[src/rtl/fft_delay_pattern_pkg.sv]
// Shared types and helpers for the FFT stage-delay block and its pattern source.
package fft_delay_pattern_pkg;

    localparam int unsigned WIDTH_DEFAULT = 32;

    // Complex sample at the default width; `real` is a keyword, hence re/im.
    typedef struct packed {
        logic [WIDTH_DEFAULT-1:0] re;
        logic [WIDTH_DEFAULT-1:0] im;
    } sample_t;

    function automatic int unsigned clog2(input int unsigned value);
        int unsigned result;
        int unsigned span;
        result = 0;
        span   = 1;
        while (span < value) begin
            span   = span << 1;
            result = result + 1;
        end
        return result;
    endfunction

endpackage

[src/rtl/fft_pattern_src.sv]
// Periodic complex test pattern: real = index within a 2^GEN_LAYER frame, imag = frame number.
module fft_pattern_src
    import fft_delay_pattern_pkg::*;
#(
    parameter int unsigned WIDTH     = WIDTH_DEFAULT,
    parameter int unsigned GEN_LAYER = 4
) (
    input  logic             clk,
    input  logic             rst,
    output logic [WIDTH-1:0] gen_real,
    output logic [WIDTH-1:0] gen_img,
    output logic             gen_valid,
    output logic             gen_start,
    output logic             gen_over
);

    // cnt_q holds the index that the output registers take on the next edge.
    logic [GEN_LAYER-1:0] cnt_q, cnt_d;
    logic [WIDTH-1:0]     frame_q, frame_d;
    logic [WIDTH-1:0]     real_q, real_d;
    logic [WIDTH-1:0]     img_q, img_d;
    logic                 valid_q, valid_d;
    logic                 start_q, start_d;
    logic                 over_q, over_d;

    always_comb begin
        cnt_d   = cnt_q + 1'b1;
        frame_d = frame_q;
        real_d  = WIDTH'(cnt_q);
        img_d   = frame_q;
        valid_d = 1'b1;
        start_d = (cnt_q == '0);
        over_d  = &cnt_q;
        if (&cnt_q) begin
            frame_d = frame_q + 1'b1;
        end
    end

    always_ff @(posedge clk or negedge rst) begin
        if (!rst) begin
            cnt_q   <= '0;
            frame_q <= '0;
            real_q  <= '0;
            img_q   <= '0;
            valid_q <= 1'b0;
            start_q <= 1'b0;
            over_q  <= 1'b0;
        end else begin
            cnt_q   <= cnt_d;
            frame_q <= frame_d;
            real_q  <= real_d;
            img_q   <= img_d;
            valid_q <= valid_d;
            start_q <= start_d;
            over_q  <= over_d;
        end
    end

    assign gen_real  = real_q;
    assign gen_img   = img_q;
    assign gen_valid = valid_q;
    assign gen_start = start_q;
    assign gen_over  = over_q;

endmodule

[src/rtl/fft_delay_pattern.sv]
// Pattern source feeding a write-enabled circular delay line of one radix-2 SDF stage.
module fft_delay_pattern
    import fft_delay_pattern_pkg::*;
#(
    parameter int unsigned WIDTH     = WIDTH_DEFAULT,
    parameter int unsigned GEN_LAYER = 4,
    parameter int unsigned DLY_LAYER = 5
) (
    input  logic             clk,
    input  logic             rst,
    input  logic             wea,
    output logic [WIDTH-1:0] gen_real,
    output logic [WIDTH-1:0] gen_img,
    output logic             gen_valid,
    output logic             gen_start,
    output logic             gen_over,
    output logic [WIDTH-1:0] dout_real,
    output logic [WIDTH-1:0] dout_img,
    output logic             out_first,
    output logic             out_last
);

    localparam int unsigned DEPTH  = 2 ** (DLY_LAYER - 1);
    localparam int unsigned PTR_W  = clog2(DEPTH);
    localparam int unsigned FILL_W = clog2(DEPTH + 1);

    typedef struct packed {
        logic [WIDTH-1:0] re;
        logic [WIDTH-1:0] im;
    } word_t;

    word_t              mem [DEPTH];
    word_t              wr_word;
    word_t              dout_q, dout_d;
    logic [PTR_W-1:0]   wptr_q, wptr_d;
    logic [FILL_W-1:0]  fill_q, fill_d;
    logic               first_q, first_d;
    logic               last_q, last_d;
    logic               full;

    fft_pattern_src #(
        .WIDTH     (WIDTH),
        .GEN_LAYER (GEN_LAYER)
    ) u_src (
        .clk       (clk),
        .rst       (rst),
        .gen_real  (gen_real),
        .gen_img   (gen_img),
        .gen_valid (gen_valid),
        .gen_start (gen_start),
        .gen_over  (gen_over)
    );

    assign wr_word.re = gen_real;
    assign wr_word.im = gen_img;
    assign full       = (fill_q == FILL_W'(DEPTH));

    // Read-before-write: the slot about to be overwritten holds the sample from DEPTH writes ago.
    always_comb begin
        wptr_d  = wptr_q;
        fill_d  = fill_q;
        dout_d  = dout_q;
        first_d = 1'b0;
        last_d  = 1'b0;
        if (wea) begin
            wptr_d  = wptr_q + 1'b1;
            dout_d  = full ? mem[wptr_q] : '0;
            first_d = full && (wptr_q == '0);
            last_d  = full && (wptr_q == PTR_W'(DEPTH - 1));
            if (!full) begin
                fill_d = fill_q + 1'b1;
            end
        end
    end

    always_ff @(posedge clk or negedge rst) begin
        if (!rst) begin
            wptr_q  <= '0;
            fill_q  <= '0;
            dout_q  <= '0;
            first_q <= 1'b0;
            last_q  <= 1'b0;
        end else begin
            wptr_q  <= wptr_d;
            fill_q  <= fill_d;
            dout_q  <= dout_d;
            first_q <= first_d;
            last_q  <= last_d;
        end
    end

    // Storage is left unreset so it can map onto distributed RAM.
    always_ff @(posedge clk) begin
        if (wea) begin
            mem[wptr_q] <= wr_word;
        end
    end

    assign dout_real = dout_q.re;
    assign dout_img  = dout_q.im;
    assign out_first = first_q;
    assign out_last  = last_q;

endmodule

[config.mk]
export PLATFORM = sky130hd
export DESIGN_NAME = fft_delay_pattern
export DESIGN_NICKNAME = d
export VERILOG_FILES = /design/src/rtl/fft_delay_pattern_pkg.sv /design/src/rtl/fft_pattern_src.sv /design/src/rtl/fft_delay_pattern.sv
export SDC_FILE = /design/constraint.sdc
export NUM_CORES = 1
export LEC_CHECK = 0
export ABC_CLOCK_PERIOD_IN_PS = 7500
export CAP_MARGIN = 20
export CORE_ASPECT_RATIO = 0.6
export CORE_MARGIN = 3
export CORE_UTILIZATION = 65
export CTS_BUF_LIST = sky130_fd_sc_hd__clkbuf_4
export CTS_CLUSTER_SIZE = 12
export DETAILED_ROUTE_END_ITERATION = 10
export PLACE_DENSITY = 0.91
export SLEW_MARGIN = 0
export SYNTH_ARGS = -nofsm -noshare
export SYNTH_HDL_FRONTEND = slang
export SYNTH_SLANG_ARGS = --single-unit
[constraint.sdc]
create_clock -name clk -period 7.5 [get_ports clk]
set_input_delay 1.5 -clock clk [delete_from_list [all_inputs] [get_ports clk]]
set_output_delay 1.5 -clock clk [all_outputs]
set_load 0.02 [all_outputs]
[Word level (Yosys, flattened, before mapping)]
Memories as Yosys holds them, arrays and structs flattened.
Index checks and enable logic that the tools add are counted.
Storage, ports and cells
  bits in registers: 150
  bits in writable memories: 576
  word-level logic and storage cells: 32
  memories: 1
Cells by class
  add/subtract/negate cells: 4
  equal/unequal tests: 2
  muxes and demuxes: 5
  bitwise logic cells: 1
  reductions and logical operators: 6
Memory list
  mem: words 16, bits a word 36, rd ports 1, clocked after Yosys merged registers in 0, write ports 1, RTL line fft_delay_pattern.sv:32  | word_t mem [DEPTH];
Operators by type and width (count)
  64-bit 2-to-1 mux: 1
  32-bit by 1-bit adder with 32-bit output, second input constant: 1
  4-bit by 1-bit adder with 4-bit output, second input constant: 2
  4-bit logical NOT: 2
  5-bit by 1-bit adder with 5-bit output, second input constant: 1
  5-bit == test, second input constant: 1
  4-bit == test, second input constant: 1
  1-bit 2-to-1 mux: 4
  4-bit AND reduction: 1
  1-bit logical AND: 2
  2-bit AND reduction: 1
  1-bit inverter: 1

[Longest topological paths before layout]
Gate-level depths: netlist (run 1).
  depth after elaboration: 3
  mapped depth: 9
  gate-level depth less buffers: 7

[By module]
From an unflattened synthesis (run 1), not the netlist that was laid out.
Unflattened totals
  cell total of the unflattened synthesis: 2058
  area total of the unflattened synthesis: 44834.2 sq um
By module, submodules not included
  fft_delay_pattern: times used 1, cells an instance 1838, area each 41992.8 sq um, seq. area each 32626.3 sq um
  fft_pattern_src: times used 1, cells an instance 220, area each 2841.5 sq um, seq. area each 1876.8 sq um

[Least setup slack after synthesis (run 1)]
Ideal clock, no wire load.
  kind: input to register
  start: in wea
  end: mem mem[1][0] (netlist bit) (enable)
  setup time: 0.474 ns
  arrival: 4.397 ns
  required time: 7.026 ns
  slack: 2.629 ns
  stages on the path: 3
  buffers on the path: 1
  cells stage by stage: clkbuf_1 > nand2_1 > nor3_1
Between the ends
  longest elaborated chain between the ends: 2
RTL lines
  from (decl): RTL line fft_delay_pattern.sv:11  | input logic wea,
  1-bit 2-to-1 mux: RTL line fft_delay_pattern.sv:94  | if (wea) begin
  1-bit 2-to-1 mux (not written as such): RTL line fft_delay_pattern.sv:95  | mem[wptr_q] <= wr_word;
  to (decl): RTL line fft_delay_pattern.sv:32
Every way passes these cells.

[Worst setup path after layout (run 1)]
  start: reg u_src.img_q[27], in the netlist u_src.gen_img[27]
  end: out gen_img[27]
RTL lines
  from (decl): RTL line fft_pattern_src.sv:21  | logic [WIDTH-1:0] img_q, img_d;
  from (signal assigned): RTL line fft_pattern_src.sv:52  | img_q <= img_d;
  to (decl): RTL line fft_delay_pattern.sv:13  | output logic [WIDTH-1:0] gen_img,
No word-level cell between the ends.

==> results.md, run 1 <==
* Max incr delay on CP at 0.73 ns
* Total wire length at 60.3 mm
* Vias in the first global route at 14562
* Fill cells at 2044
* Pre-Repair DR Iteration Count at 5
* Post-DRT Antenna Nets at 0
* Yosys top cell area share at 0.654
* Syn avg cell area at 20.0 um^2
* Starting Density at 0.668
* IO Port Bufs at 79
* Maximum root-to-sink buffer count at 3
* Layout net count at 1543
* Leak at 10.6 nW
* Crit-path slowest cell: dfrtp_1
* FMAX at 261 MHz
* CTS tree: built
* Syn. warnings at 0
* HPWL after detailed placement at 32.8 mm
* Power per Cell Area at 332 nW/um^2
* Die W at between 200 and 300 um
* Post-Route Skew at 0.0505 ns
* Hold WC Path Type: reg2reg
* Worst ir drop on vdd at 0.194 mV
* Top post-synthesis cells by area: edfxtp_1 (65%), mux4_2 (12%), dfrtp_1 (12%)
* Min Tclk post-route at approximately 3.8 ns
* Post-route setup slack at between 3 and 4 ns
* Worst-Margin Slew at around 1.1 ns
* Critical path class: reg2out
* Die Y at 162 um
* Max_slew headroom at 0.281
* H-tree levels at 4
* Post-Syn Area at roughly 26000 um^2
* FP Rows at 56
* Mapped Cells at roughly 1300
* Max Slew Vio Count at 0
* Final Hold Fails at 0
* Area leader, netlist: edfxtp_1
* Final GP Congestion at 0.792
* Clock slew at reported path FFs at 0.07 ns
* Synth cell types at 33
* Sequential share of the synthesized area at 0.769
* Gr ovfl total at 0
* RSZ-0062 raised after global routing: no
* Layout cells sized above 1 at 0.285
* Worst path bufs/invs at 1
* Root Driver: clkbuf_4
* Max_cap viols at 0
* Initial antenna violation count at 3
* WL/cell at about 28 um
* I/O pin count at 136
* Final setup violation count at 0
* Crit-path cells: clkdlybuf4s50_1
* Crit end category: output port
* Run status: finished clean
* Worst EP required at 6.00 ns
* CP Max Fanout at 17
* Post-CTS sizing at 0
* DP Worst Slack at 3.02 ns
* Syn-to-layout area delta at 13.3%
* All-Layer GR Usage at 0.291
* Synthesized flop and latch total at 698
* Hold_buf cts at 0
* Die ar. at 43200 um^2
* Clk Latency, worst-skew pair at about 0.88 ns
* Routed via count at 13893
* Critical path arrival at 2.33 ns
* Core area at approximately 40000 um^2
* Setup total negative slack at 0 ns
* First-pass GRT wire length at 90.8 mm
* TritonCTS Buffers at 152
* Delay-heaviest family, CP: flip-flops
* Largest net degree at the start of global routing at between 60 and 70
* Critical path startpoint category: flip-flop
* Initial drt markers at 1872
* Vias per cell at 6.36
* Clock sinks at 698
* Setup bufs post-CTS at 0
* Final period util at 0.510
* # DRC at 0
layout make-up:
type                    instances  area [um^2]  share of cell area
clock inverters                34          303              0.0101
multi-input cells             560         5720               0.191
well taps                     522          653              0.0218
flip-flops and latches        698        20400               0.679
clock buffers                 249         1870              0.0624
diodes                          2         5.00            0.000167
repair buffers                109         1020              0.0339
inverters                      10         37.5             0.00125
sequential cells by signal, summed over array words and instances (netlist names), 4 cells and up:
signal          cells
mem               576
dout_img           32
u_src.frame_q      32
u_src.gen_img      32
fill_q              5
dout_real           4
u_src.cnt_q         4
u_src.gen_real      4
wptr_q              4
path summary, 6_finish.rpt:
| kind | from | to | slack [ns] | cells past startpoint |
|---|---|---|---|---|
| max in group asynchronous | rst | dout_real[3] | 5.50 | 2 |
| min in group asynchronous | rst | u_src.frame_q[18] | 0.65 | 1 |
| setup / recovery | u_src.gen_img[27] | gen_img[27] | 3.67 | 1 |
| hold / removal | u_src.frame_q[24] | u_src.gen_img[24] | 0.42 | 0 |
| setup reg to reg | wptr_q[3] | dout_img[19] | 3.88 | 7 |
| hold reg to reg | u_src.frame_q[24] | u_src.gen_img[24] | 0.42 | 0 |
logic make-up after synthesis:
| kind of cell | Yosys count | synth area share |
|---|---|---|
| DFF | 698 | 0.769 |
| buffers and inverters | 122 | 0.0265 |
| AOI/OAI and AO/OA | 110 | 0.0208 |
| other | 2 | 0.000284 |
| adders and majority gates | 9 | 0.00426 |
| and+or+nand+nor | 164 | 0.0292 |
| xor gates and xnor gates | 39 | 0.0129 |
| muxes | 181 | 0.137 |
report_power, final:
part	internal, W	switching (W)	total, W	leakage (nW)
clock network	0.00171	0.00146	0.00318	1.30
registers	0.00453	0.000283	0.00482	6.90
logic	0.000868	0.00109	0.00196	2.40
cells in the final DEF (no fill, tap or decap), types with 17 or more instances in the layout:
cell type | Yosys | layout
buf_4 | 58 | 30
nand3_1 | 18 | 17
conb_1 | 2 | 57
mux4_2 | 144 | 144
xnor2_1 | 29 | 29
clkbuf_4 | 0 | 249
edfxtp_1 | 576 | 576
dfrtp_1 | 122 | 119
nand2_1 | 93 | 93
mux2i_1 | 36 | 36
a21oi_1 | 72 | 72
clkdlybuf4s50_1 | 0 | 78
o21ai_0 | 38 | 38
stage by stage:
step,util,hold slack (ns),instance area [um^2],power [W],instances
after floorplan,-,0.354,26700,0.00623,1380
after global placement,0.702,0.376,27800,0.00676,1899
after detailed placement,0.702,0.392,27800,0.00685,1899
after CTS,0.757,0.416,30000,0.0100,2182
after global routing,0.757,0.435,30000,0.0104,2184
final,0.757,0.419,30000,0.00995,2184
cell usage after synthesis:
cell,count
nor4_1,3
and4_1,2
dfrtp_1,122
nand2_1,93
nand4_2,2
nand4bb_1,1
and3_1,3
xnor2_1,29
nor3b_1,1
a21oi_1,72
or3_1,2
clkbuf_1,30
conb_1,2
nor3_4,2
buf_4,58
o21ai_0,38
nor2_1,18
buf_2,20
edfxtp_1,576
xor2_1,10
nand2b_1,2
buf_1,4
inv_2,2
nand3_1,18
mux2_2,1
nor2_4,1
ha_1,9
mux2i_1,36
or4_4,1
nand4_1,9
mux4_2,144
nor3_1,6
inv_1,8
layer usage:
metal  vias up  part of all wire  global-route usage
li1       5633                 -                   -
met1      7125              0.38               0.423
met2       988              0.48               0.441
met3       145              0.12              0.0787
met4         2             0.026               0.102
met5         -           0.00022                   0
No activity file was read; power rests on OpenSTA's default activity.
==> run 2: changes to the inputs <==
--- a/config.mk
+++ b/config.mk
@@ -5,15 +5,15 @@
 export SDC_FILE = /design/constraint.sdc
 export NUM_CORES = 1
 export LEC_CHECK = 0
-export ABC_CLOCK_PERIOD_IN_PS = 7500
+export ABC_CLOCK_PERIOD_IN_PS = 3250
 export CAP_MARGIN = 20
 export CORE_ASPECT_RATIO = 0.6
 export CORE_MARGIN = 3
-export CORE_UTILIZATION = 65
+export CORE_UTILIZATION = 56
 export CTS_BUF_LIST = sky130_fd_sc_hd__clkbuf_4
 export CTS_CLUSTER_SIZE = 12
 export DETAILED_ROUTE_END_ITERATION = 10
-export PLACE_DENSITY = 0.91
+export PLACE_DENSITY = 0.84
 export SLEW_MARGIN = 0
 export SYNTH_ARGS = -nofsm -noshare
 export SYNTH_HDL_FRONTEND = slang
==> constraint.sdc (replaced) <==
create_clock -name clk -period 3.25 [get_ports clk]
set_input_delay 0.65 -clock clk [delete_from_list [all_inputs] [get_ports clk]]
set_output_delay 0.65 -clock clk [all_outputs]
set_load 0.02 [all_outputs]
==> results.md, run 2 (synthesis gave the netlist of run 1 again) <==
* Met1 wire length at 23.6 mm (+3.6%)
* Max reg flops at 576 (unchanged)
* Root Driver: clkbuf_4
* Worst EP required at 2.60 ns (-3.40 ns)
* Hold WC Path Type: in2async
* Clock slew at reported path FFs at 0.07 ns (about the same)
* CP Max Fanout at 17 (unchanged)
* Metal2 WL at 27.7 mm (-4.0%)
* Switching Share at 0.284 (-0.000976)
* Dpl cells at 2031 (+7.0%)
* Post-DRT Antenna Nets at 0 (unchanged)
* DP Area at 28300 um^2 (+1.8%)
* Crit-path slowest cell: dfrtp_1
* Syn-to-layout area delta at 15.4%
* Critical path launch point: u_src.gen_real[3]
* Core area at 45700 um^2 (+15%)
* Max_cap viols at 0 (unchanged)
* Sequential Area at 20400 um^2 (unchanged)
* WL/cell at 26.2 um (-5.0%)
* Non-filler cells, final at 2311 (+5.8%)
* Routed via count at 13801 (-0.66%)
* Final core utilization at 0.667 (-0.0896)
* Internal power at 0.0167 W (+130%)
* Vias in the first global route at 14335 (-1.6%)
* Critical path arrival at 2.43 ns (+0.10 ns)
* Crit end category: output port
* Vias per cell at 5.97 (-6.1%)
* Worst-Margin Slew at 0.767 ns (-0.312 ns)
* Max Slew Vio Count at 0 (unchanged)
* Crit-path cells: clkdlybuf4s50_1
* Worst path bufs/invs at 1 (unchanged)
* IO Port Bufs at 79 (unchanged)
* Layout net count at 1578 (+2.3%)
* Most flops, register: mem
* Leak at 10.8 nW (+2.1%)
* Post-Route Skew at 0.0584 ns (+0.00786 ns)
* RR Startpoint: wptr_q[1]
* Power per Cell Area at 763 nW/um^2 (+130%)
* Final setup violation count at 0 (unchanged)
* Die Y at 174 um (+7.5%)
* Area of the multi-input gates at 5740 um^2 (+0.35%)
* Maximum root-to-sink buffer count at 3 (unchanged)
* FMAX at 325 MHz
* Critical path class: reg2out
* Max_slew headroom at 0.489 (+0.208)
* Largest net degree at the start of global routing at 64 (-5.9%)
* Delay-heaviest family, CP: flip-flops
* Worst ir drop on vdd at 0.395 mV (+100%)
* Final period util at 0.948
* Total wire length at 60.6 mm (+0.51%)
* Clock sinks at 698 (unchanged)
* Run status: finished clean
* TritonCTS Buffers at 152 (unchanged)
* CTS tree: built
* Routed met3 length at 7.49 mm (+5.4%)
* First-pass GRT wire length at 90.4 mm (-0.43%)
* All-Layer GR Usage at 0.249 (-0.0424)
* Die ar. at 50000 um^2 (+16%)
* Final Instance Area at 30500 um^2 (+1.8%)
* Starting Density at 0.579 (-0.0896)
* Psw at 0.00662 W (+130%)
* FP Rows at 60 (+7.1%)
* Top sig layer: met5
* Initial drt markers at 1600 (-15%)
* RSZ-0062 raised after global routing: no
* Gr ovfl total at 0 (unchanged)
* Fill cells at 2871 (+40%)
* HPWL after detailed placement at 35.4 mm (+8.0%)
* H-tree levels at 4 (unchanged)
* Most frequent cells in the layout: edfxtp_1 (576), clkbuf_4 (248), mux4_2 (144)
* Final Hold Fails at 0 (unchanged)
* Combinational share of power at 0.207 (+0.010)
* Layout cells sized above 1 at 0.295 (+0.0103)
* Final GP Congestion at 0.812 (+2.5%)
* Pre-Repair DR Iteration Count at 5 (unchanged)
* Critical path startpoint category: flip-flop
* Sequential share of power at 0.471 (-0.013)
* Initial antenna violation count at 2 (-1)
* # DRC at 0 (unchanged)
* Max incr delay on CP at 0.81 ns (+0.08 ns)
* Min Tclk post-route at 3.08 ns
* Clock power share at 0.321 (+0.002)
* I/O pin count at 136 (unchanged)
* Clk Latency, worst-skew pair at 0.89 ns (about the same)
* Most common cell after layout, fill and taps aside: edfxtp_1
* Die W at 287 um (+7.6%)
==> run 2: changes by cell type in the layout (fill, tap and decap cells not counted), moves of 4 or more <==
cell,change
inv_2,-4
clkinv_2,-4
buf_12,+9
buf_4,+25
nor3_2,-4
nor3_4,+4
==> run 2: final timing paths <==
kind                                endpoint  slack [ns]  cells after the start
max                              gen_real[3]        0.17                      1
max in group asynchronous        dout_img[3]        2.06                      3
min in group clk           u_src.gen_img[14]        0.38                      0
max reg2reg                     dout_img[21]        0.66                      4
min                          u_src.gen_valid        0.35                      2
min reg2reg                u_src.gen_img[14]        0.38                      0
==> run 2: cell type report <==
class                      instances  area share
sequential                       698       0.667
inverter                          10     0.00123
timing repair buffer             144      0.0457
clock buffer                     248      0.0610
clock inverter                    30      0.0110
multi-input combinational        560       0.188
tap                              620      0.0254
antenna                            1   0.0000820
==> run 2: per-layer routing <==
metal,up-vias,global-route usage
li1,5709,-
met1,7055,0.355
met2,902,0.357
met3,131,0.0872
met4,4,0.0931
met5,-,0.0183
==> run 2: repair_timing <==
action	4_1_cts	5_1_grt
gates resized for setup	0	0
setup buffers	0	0
hold buffers	1	0
hold endpoints to repair	60	0
==> run 2: power by group through the flow <==
stage	logic (W)	registers, W	clock network, W
finish	0.00483	0.0110	0.00748
global route	0.00513	0.0111	0.00809
CTS	0.00485	0.0110	0.00762
detailed placement	0.00482	0.0112	0
global placement	0.00473	0.0111	0
floorplan	0.00351	0.0109	0
==> run 2: metrics by stage <==
step | setup TNS [ns] | worst slack, ns | hold slack (ns) | power (W)
2_1_floorplan | -86.52 | -0.334 | 0.354 | 0.0144
3_3_place_gp | 0 | 0.685 | 0.360 | 0.0158
3_5_place_dp | 0 | 0.621 | 0.368 | 0.0160
4_1_cts | 0 | 0.121 | 0.290 | 0.0234
5_1_grt | 0 | 0.0525 | 0.302 | 0.0243
6_report | 0 | 0.169 | 0.353 | 0.0233
